### src/rtl/apb_2slv_master_ctrl_pkg.sv
// Shared types and default sizes for the two-slave APB3 master controller.
//   apb_state_e : bus phase of the master (IDLE, SETUP, ACCESS)
//   apb_slv_e   : slave selected by the address MSB (SLV1 when 0, SLV2 when 1)
package apb_2slv_master_ctrl_pkg;

    localparam int unsigned DEFAULT_AW        = 9;
    localparam int unsigned DEFAULT_DW        = 8;
    localparam int unsigned DEFAULT_TO_CYCLES = 16;

    typedef enum logic [1:0] {
        IDLE,
        SETUP,
        ACCESS
    } apb_state_e;

    typedef enum logic {
        SLV1,
        SLV2
    } apb_slv_e;

endpackage

### src/rtl/apb_2slv_master_ctrl.sv
// APB3 master controller for a two-slave APB subsystem.
// Takes requests from the user side and sequences them onto the bus as
// IDLE -> SETUP -> ACCESS. The address MSB picks slave 1 (0) or slave 2 (1).
// A request arriving at ACCESS completion chains straight into the next SETUP.
//
// Optional feature: define APB_TIMEOUT_EN to abort an ACCESS phase after
// TO_CYCLES stalled cycles (o_done with o_slverr=1). Without it the master
// waits for i_pready indefinitely.
//
// Ports
//   pclk, presetn          : clock, asynchronous active-low reset
//   i_ptransfer            : request valid (sampled in IDLE and at ACCESS completion)
//   i_pwrite               : request direction, 1 = write
//   i_pwaddr / i_praddr    : write / read address
//   i_pwdata               : write data
//   o_prdata               : last good read data (registered)
//   o_done, o_slverr       : one-cycle completion pulse and its error flag
//   o_psel1, o_psel2       : APB selects
//   o_penable, o_pwrite    : APB enable and direction
//   o_paddr, o_pwdata      : APB address and write data
//   i_pready, i_pslverr    : response from the selected slave
//   i_prdata1, i_prdata2   : read data from slave 1 / slave 2
module apb_2slv_master_ctrl
    import apb_2slv_master_ctrl_pkg::*;
#(
    parameter int unsigned AW        = DEFAULT_AW,
    parameter int unsigned DW        = DEFAULT_DW,
    parameter int unsigned TO_CYCLES = DEFAULT_TO_CYCLES
) (
    input  logic          pclk,
    input  logic          presetn,
    input  logic          i_ptransfer,
    input  logic          i_pwrite,
    input  logic [AW-1:0] i_pwaddr,
    input  logic [DW-1:0] i_pwdata,
    input  logic [AW-1:0] i_praddr,
    output logic [DW-1:0] o_prdata,
    output logic          o_done,
    output logic          o_slverr,
    output logic          o_psel1,
    output logic          o_psel2,
    output logic          o_penable,
    output logic          o_pwrite,
    output logic [AW-1:0] o_paddr,
    output logic [DW-1:0] o_pwdata,
    input  logic          i_pready,
    input  logic [DW-1:0] i_prdata1,
    input  logic [DW-1:0] i_prdata2,
    input  logic          i_pslverr
);

    apb_state_e    state_q;
    apb_slv_e      slv_q;
    logic [AW-1:0] addr_q;
    logic          write_q;
    logic [DW-1:0] wdata_q;
    logic [DW-1:0] prdata_q;
    logic          psel1_q;
    logic          psel2_q;
    logic          penable_q;
    logic          done_q;
    logic          slverr_q;

    logic [AW-1:0] cap_addr;
    apb_slv_e      cap_slv;
    logic          start;
    logic          to_hit;

    always_comb begin
        cap_addr = i_pwrite ? i_pwaddr : i_praddr;
        cap_slv  = cap_addr[AW-1] ? SLV2 : SLV1;
        // A new request is taken in IDLE or on the completing ACCESS cycle.
        start    = i_ptransfer &
                   ((state_q == IDLE) | ((state_q == ACCESS) & i_pready));
    end

`ifdef APB_TIMEOUT_EN
    localparam int unsigned ToW = $clog2(TO_CYCLES + 1);

    logic [ToW-1:0] to_cnt_q;

    // Fires on the TO_CYCLES-th stalled ACCESS cycle.
    assign to_hit = (state_q == ACCESS) && !i_pready &&
                    (to_cnt_q == ToW'(TO_CYCLES - 1));

    always_ff @(posedge pclk or negedge presetn) begin
        if (!presetn) begin
            to_cnt_q <= '0;
        end else if (start) begin
            to_cnt_q <= '0;
        end else if ((state_q == ACCESS) && !i_pready) begin
            to_cnt_q <= to_cnt_q + 1'b1;
        end
    end
`else
    logic unused_to_cycles;
    assign unused_to_cycles = ^TO_CYCLES;
    assign to_hit           = 1'b0;
`endif

    always_ff @(posedge pclk or negedge presetn) begin
        if (!presetn) begin
            state_q   <= IDLE;
            slv_q     <= SLV1;
            addr_q    <= '0;
            write_q   <= 1'b0;
            wdata_q   <= '0;
            prdata_q  <= '0;
            psel1_q   <= 1'b0;
            psel2_q   <= 1'b0;
            penable_q <= 1'b0;
            done_q    <= 1'b0;
            slverr_q  <= 1'b0;
        end else begin
            done_q <= 1'b0;
            case (state_q)
                IDLE: begin
                end
                SETUP: begin
                    state_q   <= ACCESS;
                    penable_q <= 1'b1;
                end
                ACCESS: begin
                    if (i_pready) begin
                        done_q   <= 1'b1;
                        slverr_q <= i_pslverr;
                        // Failed reads leave the previous good data in place.
                        if (!write_q && !i_pslverr) begin
                            prdata_q <= (slv_q == SLV2) ? i_prdata2 : i_prdata1;
                        end
                        state_q   <= IDLE;
                        psel1_q   <= 1'b0;
                        psel2_q   <= 1'b0;
                        penable_q <= 1'b0;
                    end else if (to_hit) begin
                        done_q    <= 1'b1;
                        slverr_q  <= 1'b1;
                        state_q   <= IDLE;
                        psel1_q   <= 1'b0;
                        psel2_q   <= 1'b0;
                        penable_q <= 1'b0;
                    end
                end
                default: state_q <= IDLE;
            endcase

            // Capture overrides the IDLE return above, so a chained request
            // keeps psel high when it targets the same slave.
            if (start) begin
                state_q   <= SETUP;
                slv_q     <= cap_slv;
                addr_q    <= cap_addr;
                write_q   <= i_pwrite;
                wdata_q   <= i_pwdata;
                psel1_q   <= (cap_slv == SLV1);
                psel2_q   <= (cap_slv == SLV2);
                penable_q <= 1'b0;
            end
        end
    end

    assign o_prdata  = prdata_q;
    assign o_done    = done_q;
    assign o_slverr  = slverr_q;
    assign o_psel1   = psel1_q;
    assign o_psel2   = psel2_q;
    assign o_penable = penable_q;
    assign o_pwrite  = write_q;
    assign o_paddr   = addr_q;
    assign o_pwdata  = wdata_q;

endmodule

### config.mk
export PLATFORM = sky130hd
export DESIGN_NAME = apb_2slv_master_ctrl
export DESIGN_NICKNAME = d
export VERILOG_FILES = /design/src/rtl/apb_2slv_master_ctrl_pkg.sv /design/src/rtl/apb_2slv_master_ctrl.sv
export SDC_FILE = /design/constraint.sdc
export NUM_CORES = 1
export LEC_CHECK = 0
export BUFFER_PORTS_ARGS = -buffer_cell sky130_fd_sc_hd__buf_2
export CORE_UTILIZATION = 48
export CTS_BUF_LIST = sky130_fd_sc_hd__clkbuf_16
export CTS_CLUSTER_DIAMETER = 100
export CTS_CLUSTER_SIZE = 40
export DETAILED_ROUTE_END_ITERATION = 6
export PLACE_DENSITY = 0.82
export SYNTH_ARGS = -nofsm -noshare
export SYNTH_HDL_FRONTEND = slang
export SYNTH_SLANG_ARGS = --single-unit
### constraint.sdc
create_clock -name pclk -period 2.9 [get_ports pclk]
set_input_delay 0.725 -clock pclk [delete_from_list [all_inputs] [get_ports pclk]]
set_output_delay 0.725 -clock pclk [all_outputs]
set_load 0.005 [all_outputs]
After elaboration in Yosys (flattened, before gate mapping):

Index checks and enable logic that the tools add are counted.

* bitwise gates (word level): 4
* mux-type cells: 14
* eq/ne operators: 4
* reduce and logical (&&, ||, !) cells: 12

Operators with widths (count)
* 2-to-1 mux 9 bit: 1
* 2-to-1 mux 1 bit: 8
* 2-to-1 mux 8 bit: 1
* AND reduction 2 bit: 4
* one-hot mux 2 bit (3 select lines): 1
* 2-to-1 mux 2 bit: 2
* nonzero test 2 bit: 2
* != test 3 bit, second input constant: 1
* AND reduction 3 bit: 1
* nonzero test 3 bit: 1
* AND 1 bit: 2
* equality test 2 x 1 -> 1 bit, second input constant: 1
* equality test 2 bit, second input constant: 1
* zero test 1 bit: 2
* zero test 2 bit: 1
* != test 2 bit, second input constant: 1
* one-hot mux 1 bit (2 select lines): 1
* logical AND 1 bit: 1
* NOT 1 bit: 1
* OR 1 bit: 1

* input bits: 48
* output and inout port bits: 31
* flip-flop bits (word level): 34

Longest topological paths before layout:

Gate-level depths: netlist (run 1).

* depth in word-level cells: 6
* depth in mapped cells: 4
* depth with buffers taken out: 3

Least setup slack after synthesis (run 1):

OpenSTA, ideal clock, no wires.

* path type: input-to-reg
* start: input port i_pwrite
* end: register addr_q[4], in the netlist o_paddr[4]
* stages on the path: 3
* required time: 2.775 ns
* path slack: 1.120 ns
* data arrival time: 1.656 ns
* path buffers: 1
* path through: clkbuf_1 > mux2_2 > mux2_2

* longest elaborated chain between the ends: 1

RTL lines
* from (decl): line apb_2slv_master_ctrl.sv:33 `input logic i_pwrite,`
* 2-to-1 mux 9 bit: line apb_2slv_master_ctrl.sv:70 `cap_addr = i_pwrite ? i_pwaddr : i_praddr;`
* to (signal assigned): line apb_2slv_master_ctrl.sv:152 `addr_q <= cap_addr;`
* to (decl): line apb_2slv_master_ctrl.sv:54 `logic [AW-1:0] addr_q;`

No other way between the ends.
A chain may end at the register's enable or synchronous reset.

==> results of run 1 <==
sequential cells by signal, indices dropped and copies added (netlist names):
register   count
o_psel1        1
o_pwrite       1
o_prdata       8
o_psel2        1
o_paddr        8
o_pwdata       8
slv_q          1
o_penable      1
o_done         1
state_q        2
o_slverr       1
worst paths after layout:
path | from | end | slack, ns | cells after the start
worst max-delay path | slv_q | o_paddr[8] | 1.15 | 1
worst min-delay path | presetn | o_penable | 0.50 | 1
worst max register to register | state_q[0] | o_prdata[3] | 1.28 | 3
worst min register to register | o_prdata[1] | o_prdata[1] | 0.50 | 1
max in group asynchronous | presetn | o_prdata[2] | 1.96 | 1
min in group pclk | o_prdata[1] | o_prdata[1] | 0.50 | 1
Yosys cell counts, drive strengths merged:
| cell | number |
|---|---|
| nand2b | 1 |
| nand3b | 1 |
| nor2 | 2 |
| clkbuf | 2 |
| or3 | 1 |
| inv | 3 |
| o21ai | 3 |
| and2b | 1 |
| o2bb2ai | 1 |
| dfrtp | 33 |
| buf | 4 |
| mux2i | 3 |
| mux2 | 43 |
| nand2 | 2 |
area by class of cell:
| cell class | count | share of cell area [%] |
|---|---|---|
| inverters | 3 | 0.551 |
| multi-input cells | 58 | 30.7 |
| flip-flops and latches | 33 | 40.4 |
| well taps | 31 | 1.90 |
| clock buffers | 5 | 6.12 |
| repair buffers | 79 | 19.5 |
| clock inverters | 3 | 0.857 |
report_power, final:
| part | total (mW) | internal [mW] | switching [mW] | leakage [nW] |
|---|---|---|---|---|
| Sequential | 0.722 | 0.620 | 0.102 | 0.396 |
| Combinational | 0.489 | 0.319 | 0.170 | 0.606 |
| Clock | 0.495 | 0.314 | 0.181 | 0.0696 |
stage by stage:
step | util (%) | power, mW | cell area, sq um | instances
global route | 71.6 | 1.81 | 2040 | 212
floorplan | - | 0.998 | 1510 | 100
finish | 71.6 | 1.71 | 2040 | 212
global placement | 66.6 | 1.20 | 1900 | 204
detailed placement | 66.6 | 1.22 | 1900 | 204
CTS | 71.6 | 1.73 | 2040 | 212
routing by layer:
layer  wire length, um  vias to the layer above
met3               186                        5
met5                 0                        -
met2              1410                       50
li1                  -                      511
met4                30                        0
met1              1270                      501
kinds of logic (layout without fill, tap and decap cells):
| logic type | Yosys count | in the layout | synth area share (%) |
|---|---|---|---|
| flip-flops | 33 | 33 | 54.9 |
| AND/OR/NAND/NOR | 8 | 8 | 3.91 |
| buffers and inverters | 9 | 90 | 3.49 |
| multiplexers | 46 | 46 | 36.2 |
| AO/OA/AOI/OAI | 4 | 4 | 1.58 |
==> results by group, run 1 <==
Global routing
  – Met2 usage: about 31%
  – M1 GR Usage: 25.1%
  – Global-route wire length before repair: approximately 4800 um
  – Aggregate global routing overflow: 0
  – Largest net degree at the start of global routing: 34
  – Initial antenna violation count: 0
  – GRT Resource Usage Total: 19.5%
  – Vias in the first global route: 1081
  – Grt met3 use: roughly 5.1%
  – Busiest grt layer: met2

STA
  – Hold Slack: 0.496 ns
  – RSZ-0062 raised after global routing: false
  – Setup ws final: 1.15 ns
  – Worst Tran Pin Value: 0.689 ns
  – Fmax: approximately 570 MHz
  – Max Slew Vio Count: 0
  – Final Cycle Share: 60.2%
  – Endpoints failing setup: 0
  – Clock Skews: roughly 0.0039 ns
  – Minimum clock period: 1.75 ns
  – Final Hold Vio Count: 0
  – Setup TNS: 0 ns
  – Max_slew headroom: a little over half

Critical path
  – CP max stage delay: between 0.5 and 0.6 ns
  – Critical Path Start Type: flop
  – CP max-delay cell: dfrtp_1
  – Worst setup EP type: output port
  – Top delay family on crit path: flip-flops
  – CP Data Required Time: 2.17 ns
  – Crit path max fanout: 10
  – Critical Path AT: between 1 and 1.5 ns
  – Crit path kind: reg -> out
  – Buf+Inv Stages, Crit Path: 1
  – Cell chain of the critical path: buf_2

Clock network
  – Max clock buf depth: 2
  – Worst-skew pair later-pin latency: about 0.27 ns
  – Resized cells post-CTS: 0
  – Setup bufs post-CTS: 0
  – Htree depth: 2
  – TritonCTS clock tree: built
  – Cts hold-fix bufs: 0
  – Root Driver: clkbuf_16
  – TritonCTS Buffers: 5
  – Reg clk slew, reported paths: 0.05 ns
  – CTS Sinks: 33

Floorplan
  – Ports: 79
  – Initial Utilization: 52.8%
  – Die area: 0.00336 sq mm
  – Die width: 58 um
  – Core Box Area: ~0.0029 sq mm
  – Die height: 58 um
  – # rows: 19

Yosys
  – Synth Register Bits: 33
  – Cell Area, Synth: 0.00151 sq mm
  – Cells after synthesis: 100
  – Sequential cell area fraction in the yosys report: a little over half
  – Synthesis Warnings: 0
  – Yosys top cell by area: dfrtp_1
  – Syn_area_per_cell: 15.1 sq um
  – Mapped Nets: 148
  – Ranking of synthesized cells by area: dfrtp_1 55%, mux2_2 26%, mux2_4 8.0%, mux2i_1 2.0%, buf_4 1.5%
  – Synth unique cells: 17
  – Top-area cell type share of the netlist area: 54.9%

Routing
  – Vias: roughly 1100
  – Vias per cell: 5.03
  – Total iterations of the first detailed-routing run: 6
  – DRC: 4
  – 1st-iter DRT viols: 21
  – Final ANT Viol Nets: 0
  – Avg WL per Cell: between 10 and 15 um
  – Final WL: 2900 um

Layout
  – Register area: between 800 and 900 sq um
  – Most frequent cells in the layout: 78 x buf_2, 35 x mux2_2, 33 x dfrtp_1, 8 x mux2_4, 5 x clkbuf_16
  – Synthesis-to-layout area growth: 35.7%
  – Ratio of cells with drive above 1 in the final layout: 73.5%
  – Multi-input logic area: 627 sq um
  – Commonest non-fill, non-tap cell in the layout: buf_2
  – Post-layout nets: 228
  – Number of diodes: 0
  – Fillers: 196

Pwr
  – Cell area power density: 835 mW/mm^2
  – Maximum VDD drop: roughly 550 uV
  – Leak: between 1 and 1.5 nW

Place
  – GPL Wtd Cong: a little under 0.8
  – PortBufs: 78
  – Pre-CTS WS: a little over 0.9 ns
  – DP HPWL: between 2000 and 2500 um

Worst hold path
  – HP Class: in -> async

Outcome
  – Status: complete, but fails checks
  – Violations in the final reports: design-rule violations

Run
  – Max cap viols: 0
No activity file was read; power rests on OpenSTA's default activity.
==> inputs of run 2 (changes only) <==
--- a/config.mk
+++ b/config.mk
@@ -6,12 +6,12 @@
 export NUM_CORES = 1
 export LEC_CHECK = 0
 export BUFFER_PORTS_ARGS = -buffer_cell sky130_fd_sc_hd__buf_2
-export CORE_UTILIZATION = 48
+export CORE_UTILIZATION = 40
 export CTS_BUF_LIST = sky130_fd_sc_hd__clkbuf_16
 export CTS_CLUSTER_DIAMETER = 100
 export CTS_CLUSTER_SIZE = 40
 export DETAILED_ROUTE_END_ITERATION = 6
-export PLACE_DENSITY = 0.82
+export PLACE_DENSITY = 0.73
 export SYNTH_ARGS = -nofsm -noshare
 export SYNTH_HDL_FRONTEND = slang
 export SYNTH_SLANG_ARGS = --single-unit
==> constraint.sdc (replaced) <==
create_clock -name pclk -period 1.6 [get_ports pclk]
set_input_delay 0.4 -clock pclk [delete_from_list [all_inputs] [get_ports pclk]]
set_output_delay 0.4 -clock pclk [all_outputs]
set_load 0.005 [all_outputs]
==> run 2 against run 1 <==
Net effect:
- the run now ends clean
- combinational power is 91% higher
- wire length grew 5.7%
- clock power is 80% higher
- critical endpoint is now o_paddr[4]
- setup slack worse by 1.0 ns
- count of clock-buffer cells in the layout is the same
- clock skew fell by 0.0030 ns
- global-route usage is 2.2 points lower
- die area up 19%
- sequential share of layout area fell by 1.4 points
- design area is 3.6% higher
- sequential power rose by 80%
- critical path depth rose by 3
==> results by group, run 2 (synthesized netlist as in run 1, its figures left out) <==
STA
  – RSZ-0062 raised after global routing: false (unchanged)
  – Hold Slack: 0.0453 ns (was 0.496 ns)
  – Max_slew headroom: 74.2% (was 54.0%)
  – Setup ws final: 0.103 ns (was 1.15 ns)
  – Endpoints failing setup: 0 (unchanged)
  – Minimum clock period: around 1.5 ns
  – Setup TNS: 0 ns (unchanged)
  – Worst Tran Pin Value: 0.387 ns (was 0.689 ns)
  – Clock Skews: 0.000878 ns (was 0.00387 ns)
  – Max Slew Vio Count: 0 (unchanged)
  – Fmax: 668 MHz
  – Final Cycle Share: approximately 94%
  – Final Hold Vio Count: 0 (unchanged)

Routing
  – Vias: 1084 (was 1067)
  – Final WL: 3060 um (was 2900 um)
  – 1st-iter DRT viols: 34 (was 21)
  – DRC: 0 (was 4)
  – Total iterations of the first detailed-routing run: 4 (was 6)
  – Vias per cell: 4.69 (was 5.03)
  – Avg WL per Cell: 13.3 um (was 13.7 um)
  – Final ANT Viol Nets: 0 (unchanged)

Clock network
  – CTS Sinks: 33 (unchanged)
  – Reg clk slew, reported paths: 0.05 ns (about the same)
  – Worst-skew pair later-pin latency: 0.27 ns (about the same)
  – Htree depth: 2 (unchanged)
  – TritonCTS clock tree: built (unchanged)
  – Resized cells post-CTS: 0 (unchanged)
  – Max clock buf depth: 2 (unchanged)
  – Setup bufs post-CTS: 0 (unchanged)
  – Cts hold-fix bufs: 0 (unchanged)
  – Root Driver: clkbuf_16 (unchanged)
  – TritonCTS Buffers: 5 (unchanged)

Global routing
  – Largest net degree at the start of global routing: 19 (was 34)
  – Global-route wire length before repair: 5260 um (was 4810 um)
  – GRT Resource Usage Total: 17.2% (was 19.5%)
  – Vias in the first global route: 1156 (was 1081)
  – Aggregate global routing overflow: 0 (unchanged)
  – Initial antenna violation count: 0 (unchanged)

Critical path
  – CP endpoint: o_paddr[4] (was o_paddr[8])
  – Crit path kind: reg -> reg (was reg -> out)
  – Worst Setup SP: state_q[1] (was slv_q)
  – Crit path max fanout: 17 (was 10)
  – Critical Path Start Type: flop (unchanged)
  – Worst setup EP type: flop (was output port)
  – Critical Path AT: 1.65 ns (was 1.02 ns)
  – Reg2Reg Setup Slack: 0.10 ns (was 1.28 ns)
  – Reg-to-Reg End: o_paddr[4] (was o_prdata[3])
  – CP Data Required Time: 1.75 ns (was 2.17 ns)
  – Reg2Reg Depth: 4 (was 3)
  – Worst r2r src: state_q[1] (was state_q[0])

Layout
  – Fillers: 307 (was 196)
  – Synthesis-to-layout area growth: 40.6% (was 35.7%)
  – Ratio of cells with drive above 1 in the final layout: 74.1% (was 73.5%)
  – Multi-input logic area: 627 sq um (unchanged)
  – Register area: 826 sq um (unchanged)
  – Commonest non-fill, non-tap cell in the layout: buf_2 (unchanged)
  – Number of diodes: 0 (unchanged)
  – Most frequent cells in the layout: 78 x buf_2, 35 x mux2_2, 33 x dfrtp_1, 8 x mux2_4, 5 x clkbuf_16 (unchanged)
  – Final instance area: 0.00212 sq mm (was 0.00204 sq mm)
  – Post-layout nets: 232 (was 228)
  – Final core occ: 61.0% (was 71.6%)

Outcome
  – Status: finished, final reports clean (was complete, but fails checks)

Pwr
  – Leak: 1.10 nW (was 1.07 nW)
  – Cell area power density: 1480 mW/mm^2 (was 835 mW/mm^2)
  – Maximum VDD drop: 773 uV (was 552 uV)

Run
  – Max cap viols: 0 (unchanged)

Place
  – Placed Area: 0.00197 sq mm (was 0.00190 sq mm)
  – DP HPWL: 2360 um (was 2180 um)
  – PortBufs: 78 (unchanged)
  – GPL Wtd Cong: 0.666 (was 0.785)
  – Pre-CTS WS: 0.000575 ns (was 0.919 ns)

Floorplan
  – Die width: 63.3 um (was 58 um)
  – Initial Utilization: 43.4% (was 52.8%)
  – Core Box Area: 0.00347 sq mm (was 0.00285 sq mm)
  – # rows: 21 (was 19)
  – Die height: 63.3 um (was 58 um)
  – Ports: 79 (unchanged)
  – Die area: 0.00401 sq mm (was 0.00336 sq mm)

Worst hold path
  – HP Class: in -> async (unchanged)
-- run 2: layout make-up --
class | count | share of cell area [%]
clock inverter | 3 | 0.827
inverter | 3 | 0.532
sequential | 33 | 39.0
multi-input combinational | 58 | 29.6
timing repair buffer | 83 | 21.4
tap | 46 | 2.72
clock buffer | 5 | 5.91
-- run 2: worst min-delay path by stage --
stage | from | to
after CTS | presetn | o_paddr[1]
after global placement | presetn | o_paddr[1]
after floorplan | presetn | o_done
after detailed placement | presetn | o_paddr[1]
final | presetn | o_pwrite
after global routing | presetn | o_pwrite
-- run 2: critical path: stages, from the launching register on --
cell,delay [ns]
dfrtp_1,0.42
and2b_2,0.25
nor2_2,0.19
buf_12,0.18
mux2_2,0.34
-- run 2: layer usage --
layer | vias up | routed length [um] | track usage, % | share of wire [%]
met5 | - | 0 | 0 | 0
met4 | 0 | 32 | 7.39 | 1.0
met3 | 5 | 224 | 5.25 | 7.3
met2 | 49 | 1530 | 27.5 | 50
met1 | 516 | 1280 | 21.4 | 42
li1 | 514 | - | - | -
-- run 2: where the power goes --
part           switching, mW  leakage, nW  total (mW)  internal [mW]
registers              0.181        0.396        1.30           1.12
logic                  0.328        0.633       0.932          0.604
clock network          0.323       0.0696       0.891          0.568
-- run 2: metrics by stage --
step                      power [mW]  cells
after floorplan                 1.81    100
after global placement          2.21    223
after detailed placement        2.26    223
after CTS                       3.17    231
after global routing            3.34    231
final                           3.13    231
